`src/rtl/exponent_seq_if.sv`:
```
// Handshake bundle for exponent_seq: index request in, one-hot result out.
// Both sides use valid/ready: a transfer happens on a rising edge where valid and ready are both high;
// valid is raised by the producer and stays high, with data stable, until that edge.
interface exponent_seq_if #(
    parameter int BIN_SIZE  = 8,
    parameter int BOUT_SIZE = 3
);
    logic                 inValid;
    logic                 inReady;
    logic [BOUT_SIZE-1:0] inNumber;
    logic                 outValid;
    logic                 outReady;
    logic [BIN_SIZE-1:0]  outVector;
    logic                 outError;

    modport slave (
        input  inValid, inNumber, outReady,
        output inReady, outValid, outVector, outError
    );

    modport master (
        output inValid, inNumber, outReady,
        input  inReady, outValid, outVector, outError
    );
endinterface

```
`src/rtl/exponent_seq.sv`:
```
// Expands a bit index n into the one-hot vector 1<<n by shifting a single 1 left once per clock.
// One request in flight; the result is held in DONE until the consumer takes it.
module exponent_seq #(
    parameter int BIN_SIZE  = 8,
    parameter int BOUT_SIZE = 3
) (
    input  logic              clk,
    input  logic              reset,
    exponent_seq_if.slave     bus,
    output logic [1:0]        dbg_state
);

    typedef enum logic [1:0] {
        IDLE  = 2'd0,
        SHIFT = 2'd1,
        DONE  = 2'd2
    } state_t;

    localparam logic [BIN_SIZE-1:0]  VEC_ONE   = BIN_SIZE'(1);
    localparam logic [BOUT_SIZE-1:0] COUNT_ONE = BOUT_SIZE'(1);

    state_t               state_q, state_d;
    logic [BOUT_SIZE-1:0] count_q, count_d;
    logic [BIN_SIZE-1:0]  out_vector_q, out_vector_d;
    logic                 out_error_q, out_error_d;
    logic                 in_range;

    // Range check is done at 32 bits so BIN_SIZE == 2**BOUT_SIZE never wraps.
    assign in_range = (32'(bus.inNumber) < 32'(BIN_SIZE));

    always_ff @(posedge clk) begin
        if (reset) begin
            state_q      <= IDLE;
            count_q      <= '0;
            out_vector_q <= '0;
            out_error_q  <= 1'b0;
        end else begin
            state_q      <= state_d;
            count_q      <= count_d;
            out_vector_q <= out_vector_d;
            out_error_q  <= out_error_d;
        end
    end

    always_comb begin
        state_d      = state_q;
        count_d      = count_q;
        out_vector_d = out_vector_q;
        out_error_d  = out_error_q;
        unique case (state_q)
            IDLE: begin
                if (bus.inValid) begin
                    if (!in_range) begin
                        out_vector_d = '0;
                        out_error_d  = 1'b1;
                        state_d      = DONE;
                    end else if (bus.inNumber == '0) begin
                        out_vector_d = VEC_ONE;
                        out_error_d  = 1'b0;
                        state_d      = DONE;
                    end else begin
                        out_vector_d = VEC_ONE;
                        out_error_d  = 1'b0;
                        count_d      = bus.inNumber;
                        state_d      = SHIFT;
                    end
                end
            end
            SHIFT: begin
                out_vector_d = out_vector_q << 1;
                count_d      = count_q - COUNT_ONE;
                if (count_q == COUNT_ONE) begin
                    state_d = DONE;
                end
            end
            DONE: begin
                if (bus.outReady) begin
                    state_d = IDLE;
                end
            end
            default: begin
                state_d = IDLE;
            end
        endcase
    end

    // inReady is masked by reset so nothing is offered while the block is being cleared.
    always_comb begin
        bus.inReady   = (state_q == IDLE) && !reset;
        bus.outValid  = (state_q == DONE);
        bus.outVector = out_vector_q;
        bus.outError  = out_error_q;
        dbg_state     = state_q;
    end

endmodule
```
`src/flat_wrapper.sv`:
```
// flat-port wrapper written by rule: the top's interface ports become plain ports
module exponent_seq_flat 
#(
    parameter int BIN_SIZE  = 8,
    parameter int BOUT_SIZE = 3
)
  (clk, reset, dbg_state, bus_inValid, bus_inNumber, bus_outReady, bus_inReady, bus_outValid, bus_outVector, bus_outError);
  exponent_seq_if #(.BIN_SIZE(BIN_SIZE), .BOUT_SIZE(BOUT_SIZE)) bus_i ();
  input  logic clk;
  input  logic reset;
  output logic [1:0] dbg_state;
  input wire logic [$bits(bus_i.inValid)-1:0] bus_inValid;
  input wire logic [$bits(bus_i.inNumber)-1:0] bus_inNumber;
  input wire logic [$bits(bus_i.outReady)-1:0] bus_outReady;
  output wire logic [$bits(bus_i.inReady)-1:0] bus_inReady;
  output wire logic [$bits(bus_i.outValid)-1:0] bus_outValid;
  output wire logic [$bits(bus_i.outVector)-1:0] bus_outVector;
  output wire logic [$bits(bus_i.outError)-1:0] bus_outError;
  assign bus_i.inValid = bus_inValid;
  assign bus_i.inNumber = bus_inNumber;
  assign bus_i.outReady = bus_outReady;
  assign bus_inReady = bus_i.inReady;
  assign bus_outValid = bus_i.outValid;
  assign bus_outVector = bus_i.outVector;
  assign bus_outError = bus_i.outError;
  exponent_seq #(.BIN_SIZE(BIN_SIZE), .BOUT_SIZE(BOUT_SIZE)) u_core (.clk(clk), .reset(reset), .bus(bus_i), .dbg_state(dbg_state));
endmodule
```
`config.mk`:
```
export PLATFORM = sky130hd
export DESIGN_NAME = exponent_seq_flat
export DESIGN_NICKNAME = d
export VERILOG_FILES = /design/src/rtl/exponent_seq_if.sv /design/src/rtl/exponent_seq.sv /design/src/flat_wrapper.sv
export SDC_FILE = /design/constraint.sdc
export NUM_CORES = 1
export LEC_CHECK = 0
export ABC_CLOCK_PERIOD_IN_PS = 1400
export BUFFER_PORTS_ARGS = -buffer_cell sky130_fd_sc_hd__buf_2
export CAP_MARGIN = 40
export CORE_MARGIN = 2
export CORE_UTILIZATION = 46
export CTS_BUF_LIST = sky130_fd_sc_hd__clkbuf_2 sky130_fd_sc_hd__clkbuf_4 sky130_fd_sc_hd__clkbuf_8
export DETAILED_ROUTE_END_ITERATION = 16
export GPL_ROUTABILITY_DRIVEN = 0
export PLACE_DENSITY = 0.73
export SLEW_MARGIN = 40
export SYNTH_ARGS = -nofsm -noshare
export SYNTH_HDL_FRONTEND = slang
export SYNTH_SLANG_ARGS = --single-unit
```
`constraint.sdc`:
```
create_clock -name clk -period 1.4 [get_ports clk]
set_clock_uncertainty 0.1 [all_clocks]
set_input_delay 0.28 -clock clk [delete_from_list [all_inputs] [get_ports clk]]
set_output_delay 0.28 -clock clk [all_outputs]
set_load 0.01 [all_outputs]
```
Yosys cells after proc, flatten, opt, wreduce, memory -nomap -nowiden
Cells that the tools add are included.
- bits in writable memories: 0
- flip-flop bits (word level): 13
- output and inout bits: 13
- memories kept: 0
- memory bits (read-only): 0
- latch bits: 0
- equal/unequal tests: 7
- bitwise logic cells: 0
- muxes and demuxes: 10
- order comparisons: 0
- shift-type cells: 0
- $mul: 0
- add/sub/neg operators: 1
- divide/modulo/power cells: 0
- reductions and logical operators: 8
- operators by type and width (cell ; number):
    $pmux 8 s2 ; 1
    $mux 2 ; 4
    $mux 8 ; 1
    $mux 3 ; 2
    $ne 2x2->1 const B ; 3
    $pmux 2 s3 ; 1
    $pmux 3 s2 ; 1
    $reduce_and 3->1 ; 2
    $eq 3x1->1 const B ; 1
    $logic_not 3->1 ; 1
    $sub 3x1->3 const B ; 1
    $eq 2x1->1 const B ; 1
    $eq 2x2->1 const B ; 1
    $logic_not 2->1 ; 1
    $ne 2x1->1 const B ; 1
    $reduce_and 2->1 ; 1
    $reduce_bool 2->1 ; 1
    $logic_and 1x1->1 ; 1
    $logic_not 1->1 ; 1

Longest topological paths before layout
- word-level depth: 4
- mapped depth: 6
- depth with buffers taken out: 5

Worst setup path after synthesis
OpenSTA, ideal clock, no wires.
- path type: register to register
- from: register u_core.state_q[0] (netlist: u_core.dbg_state[0])
- to: register u_core.count_q[1]
- stages on the path, launching flop included: 7
- arrival: 1033 ps
- setup slack: 137 ps
- period minus slack after synthesis: 1263 ps
- setup time: 131 ps
- path buffers: 2
- path through: dfxtp_1 buf_6 nor2b_1 buf_4 nand2_2 o211ai_2 a21oi_2
- cells in the longest elaborated chain, start to end: 3
- elaborated cells between the ends (all ways): 7
- classes of those cells: eq/ne: 3; mux: 1; reduce/logical: 3
- RTL lines (element ; line ; RTL):
    from (decl) ; exponent_seq.sv:22 ; state_t state_q, state_d;
    from (signal assigned) ; exponent_seq.sv:38 ; state_q <= state_d;
    $logic_not 2->1 / $eq 2x1->1 (equally long branches) ; exponent_seq.sv:50 ; unique case (state_q)
    $ne 2x2->1 (no line) / $reduce_bool 2->1 (equally long branches) ; n/a ;
    $reduce_and 3->1 (no line) ; n/a ;
    to (signal assigned) ; exponent_seq.sv:39 ; count_q <= count_d;
    to (decl) ; exponent_seq.sv:23 ; logic [BOUT_SIZE-1:0] count_q, count_d;
Parallel ways exist; a longest one is shown, timed or not.
A chain may end at the register's enable or synchronous reset.

Final worst setup path
- from: register u_core.state_q[0] (netlist: u_core.dbg_state[0])
- to: output port bus_outValid
- cells in the longest elaborated chain, start to end: 1
- RTL lines (element ; line ; RTL):
    $eq 2x2->1 ; exponent_seq.sv:90 ; bus.outValid = (state_q == DONE);
    to (decl) ; flat_wrapper.sv:16 ; output wire logic [$bits(bus_i.outValid)-1:0] bus_outValid;
Every way passes these cells.

==> results.toml <==
[pwr]
power_frac_clock_pct = 28.7
pwr-share-seq_pct = 47.7
comb_power_share_pct = 23.6
max-vdd-ir-drop_mv = 0.605
intPower_uw = 613
power.share.switching_pct = 28.3
p_leak_uw = 0.000352
netSwitchingPower_uw = 242
power_density_nw_per_um2 = 1070

[routing]
detail_route.wl_per_cell_um = 11.9
totalWireLength_um = 1270
detail_route.first_pass.iterations = 4
vias = 545
antenna_violating_nets_post_route = 0
drc = 0
via_per_inst = 5.14
drt_iter0_drc = 8

[clock_network]
tritoncts.num_buffers = 3
clkSinkCount = 13
cts.path.max_buffers = 2
ctsHtreeMaxLevel = 1
cts_tree = "done"
worstSkewPairLatency_ns = 0.27
cts.root.buffer_cell = "sky130_fd_sc_hd__clkbuf_4"
clk_pin_slew_worst_paths_ns = 0.08

[placement]
placed_cells_incl_taps = 100
port_buffers = 18
pre_cts_ws_ns = 0.00997
detailed_place_hpwl_um = 892

[floorplanning]
die_width_um = 41.4
die_area_sq_um = 1710
num_rows = 13
design.core.area_sq_um = 1300
dieHeight_um = 41.4
top_level_ports = 20
initial_util_pct = 49.3

[cells_and_area]
layout-area-overhead-vs-synth_pct = 25.0
design.final.nets = 101
fill_cell_count = 121
drive_gt1_share_pct = 40.7
diodes = 0
postLayoutCoreUtil_pct = 61.6
final_cells = 106

[timing]
rsz_0062_raised_after_global_routing = "true"
final.setup.tns_ns = -0.0163
final_max_slew_viol_count = 0
timing.final.ws_setup_ns = -0.0163
maxClockFrequency_mhz = 706
timing.hold.ws_ns = 0.257
finalHoldViolations = 0
finalWorstPathRequiredPeriod_ns = 1.42
setup_viol_count_final = 1
post-route-period-util_pct = 101

[synth]
synth_enable_flop_cells = 0
netlist_area_sq_um = 642
async_flop_share_pct = 0
synth_cells = 68
synth_adder_area_share_pct = 3.90
synth.yosys.warnings = 0
ys_ff_latch = 13
synth_top_family_by_area = "compound AO/OA/AOI/OAI gates"
yosys-mux-area-fraction_pct = 0
syn_nets = 77
synth_area_per_cell_sq_um = 9.44
synth_simple_gate_area_share_pct = 24.2
postSynth.topFlopCell = "sky130_fd_sc_hd__dfxtp_1"
synth_sequential_area_ratio_pct = 40.5
synth_compound_gate_area_share_pct = 25.0
xor_and_xnor_area_share_after_synthesis_pct = 0
yosys.cell_types.count = 29

[critical_path]
worst-setup-path-type = "flop to output port"
path_max_fanout = 4
critPathRequiredTime_ns = 1.02
arrival_time_of_the_worst_setup_path_ns = 1.04
endpoint_kind = "output port"
start_kind = "flop"

[global_route]
globalRouteTotalUtil_pct = 18.5
wire_length_of_the_first_global_routing_pass_um = 1980
gr-total-overflow = 0
first_global_vias = 492
antenna_found_initial = 0
largest_net_degree_at_the_start_of_global_routing = 14

[run_status]
run_status = "finished with violations"
violations = "setup timing"

[run]
timing.max_cap.violations = 0

[min_path]
worstHoldPathType = "input pin to flop"
## synthesized netlist by cell type, types with 2 or more instances
cell                       number  area (sq um)
sky130_fd_sc_hd__nor2_1         8          30.0
sky130_fd_sc_hd__buf_4          2          15.0
sky130_fd_sc_hd__nand2b_1       3          18.8
sky130_fd_sc_hd__inv_1          2          7.51
sky130_fd_sc_hd__dfxtp_1       13           260
sky130_fd_sc_hd__nor2b_1        5          31.3
sky130_fd_sc_hd__a21oi_1        3          15.0
sky130_fd_sc_hd__ha_1           2          25.0
sky130_fd_sc_hd__nor3_1         4          20.0
sky130_fd_sc_hd__a22oi_1        7          52.6
## metal layers
layer	up-vias	global-route usage (%)	wire length, um
li1	289	-	-
met3	2	9.57	74
met4	0	4.84	5
met2	13	29.7	597
met1	241	21.5	588
met5	-	0	0
## cell families (layout without fill, tap and decap cells)
group | count (synthesis) | count (layout)
AND/OR/NAND/NOR | 26 | 26
AO/OA/AOI/OAI | 20 | 20
flip-flops | 13 | 13
buffers and inverters | 6 | 29
adder cells (fa/ha/maj) | 2 | 2
other | 1 | 1
## state kept, by name, summed over array words and instances (netlist names)
| name | cells |
|---|---|
| u_core.bus.outVector | 8 |
| u_core.count_q | 3 |
| u_core.dbg_state | 2 |
## power by group through the flow
stage                     Sequential (uW)  Combinational, uW  Clock (uW)
after global placement                419                179           0
after detailed placement              421                179           0
after CTS                             407                198         257
after global routing                  411                222         270
final                                 408                202         245
after floorplan                       415                134           0
## worst paths after layout
| kind | startpoint | endpoint | slack [ns] | cells after the start |
|---|---|---|---|---|
| worst min-delay path | reset | u_core.count_q[1] | 0.26 | 3 |
| worst min register to register | u_core.count_q[2] | u_core.count_q[2] | 0.40 | 2 |
| worst max-delay path | u_core.dbg_state[0] | bus_outValid | -0.02 | 3 |
| worst max register to register | u_core.dbg_state[0] | u_core.count_q[2] | 0.09 | 5 |
## layout make-up
type | instances | area [sq um] | area share [%]
multi-input combinational | 49 | 349 | 43.5
sequential | 13 | 265 | 33.1
timing repair buffer | 23 | 131 | 16.4
clock buffer | 4 | 30.0 | 3.74
tap | 15 | 18.8 | 2.34
inverter | 2 | 7.51 | 0.936
## worst max-delay path, cell delays in order, from the launching register on
cell and delay, ns:
sky130_fd_sc_hd__dfxtp_4 0.36, sky130_fd_sc_hd__buf_6 0.12, sky130_fd_sc_hd__and2b_1 0.17, sky130_fd_sc_hd__buf_2 0.12
## metrics by stage
stage               power (uW)  instance area, sq um
floorplan                  549                   642
global placement           598                   743
detailed placement         600                   743
CTS                        862                   797
global route               902                   802
finish                     855                   802
## placed cells by master (no fill, tap or decap), drive strengths merged
cell     synthesis  routed
buf              3      23
and2b            1       1
conb             1       1
a22oi            7       7
nand2            1       1
a21oi            4       4
dfxtp           13      13
nand2b           3       3
a2bb2oi          1       1
o22ai            1       1
o21bai           1       1
nor2b            5       5
nor2             9       9
inv              2       2
clkbuf           1       4
nor3             4       4
and2             1       1
o21ai            2       2
o211ai           1       1
a211oi           2       2
ha               2       2
nor3b            1       1
nor4             1       1
o31ai            1       1
## timing repair
| action | CTS | global route |
|---|---|---|
| setup buffers | 2 | 0 |
| gates resized for setup | 4 | 1 |
| gates cloned | 0 | 0 |
| endpoints found under the setup margin | 3 | 3 |
| hold endpoints to repair | 0 | 0 |
| hold buffers | 0 | 0 |
(Power assumes the default switching activity.)
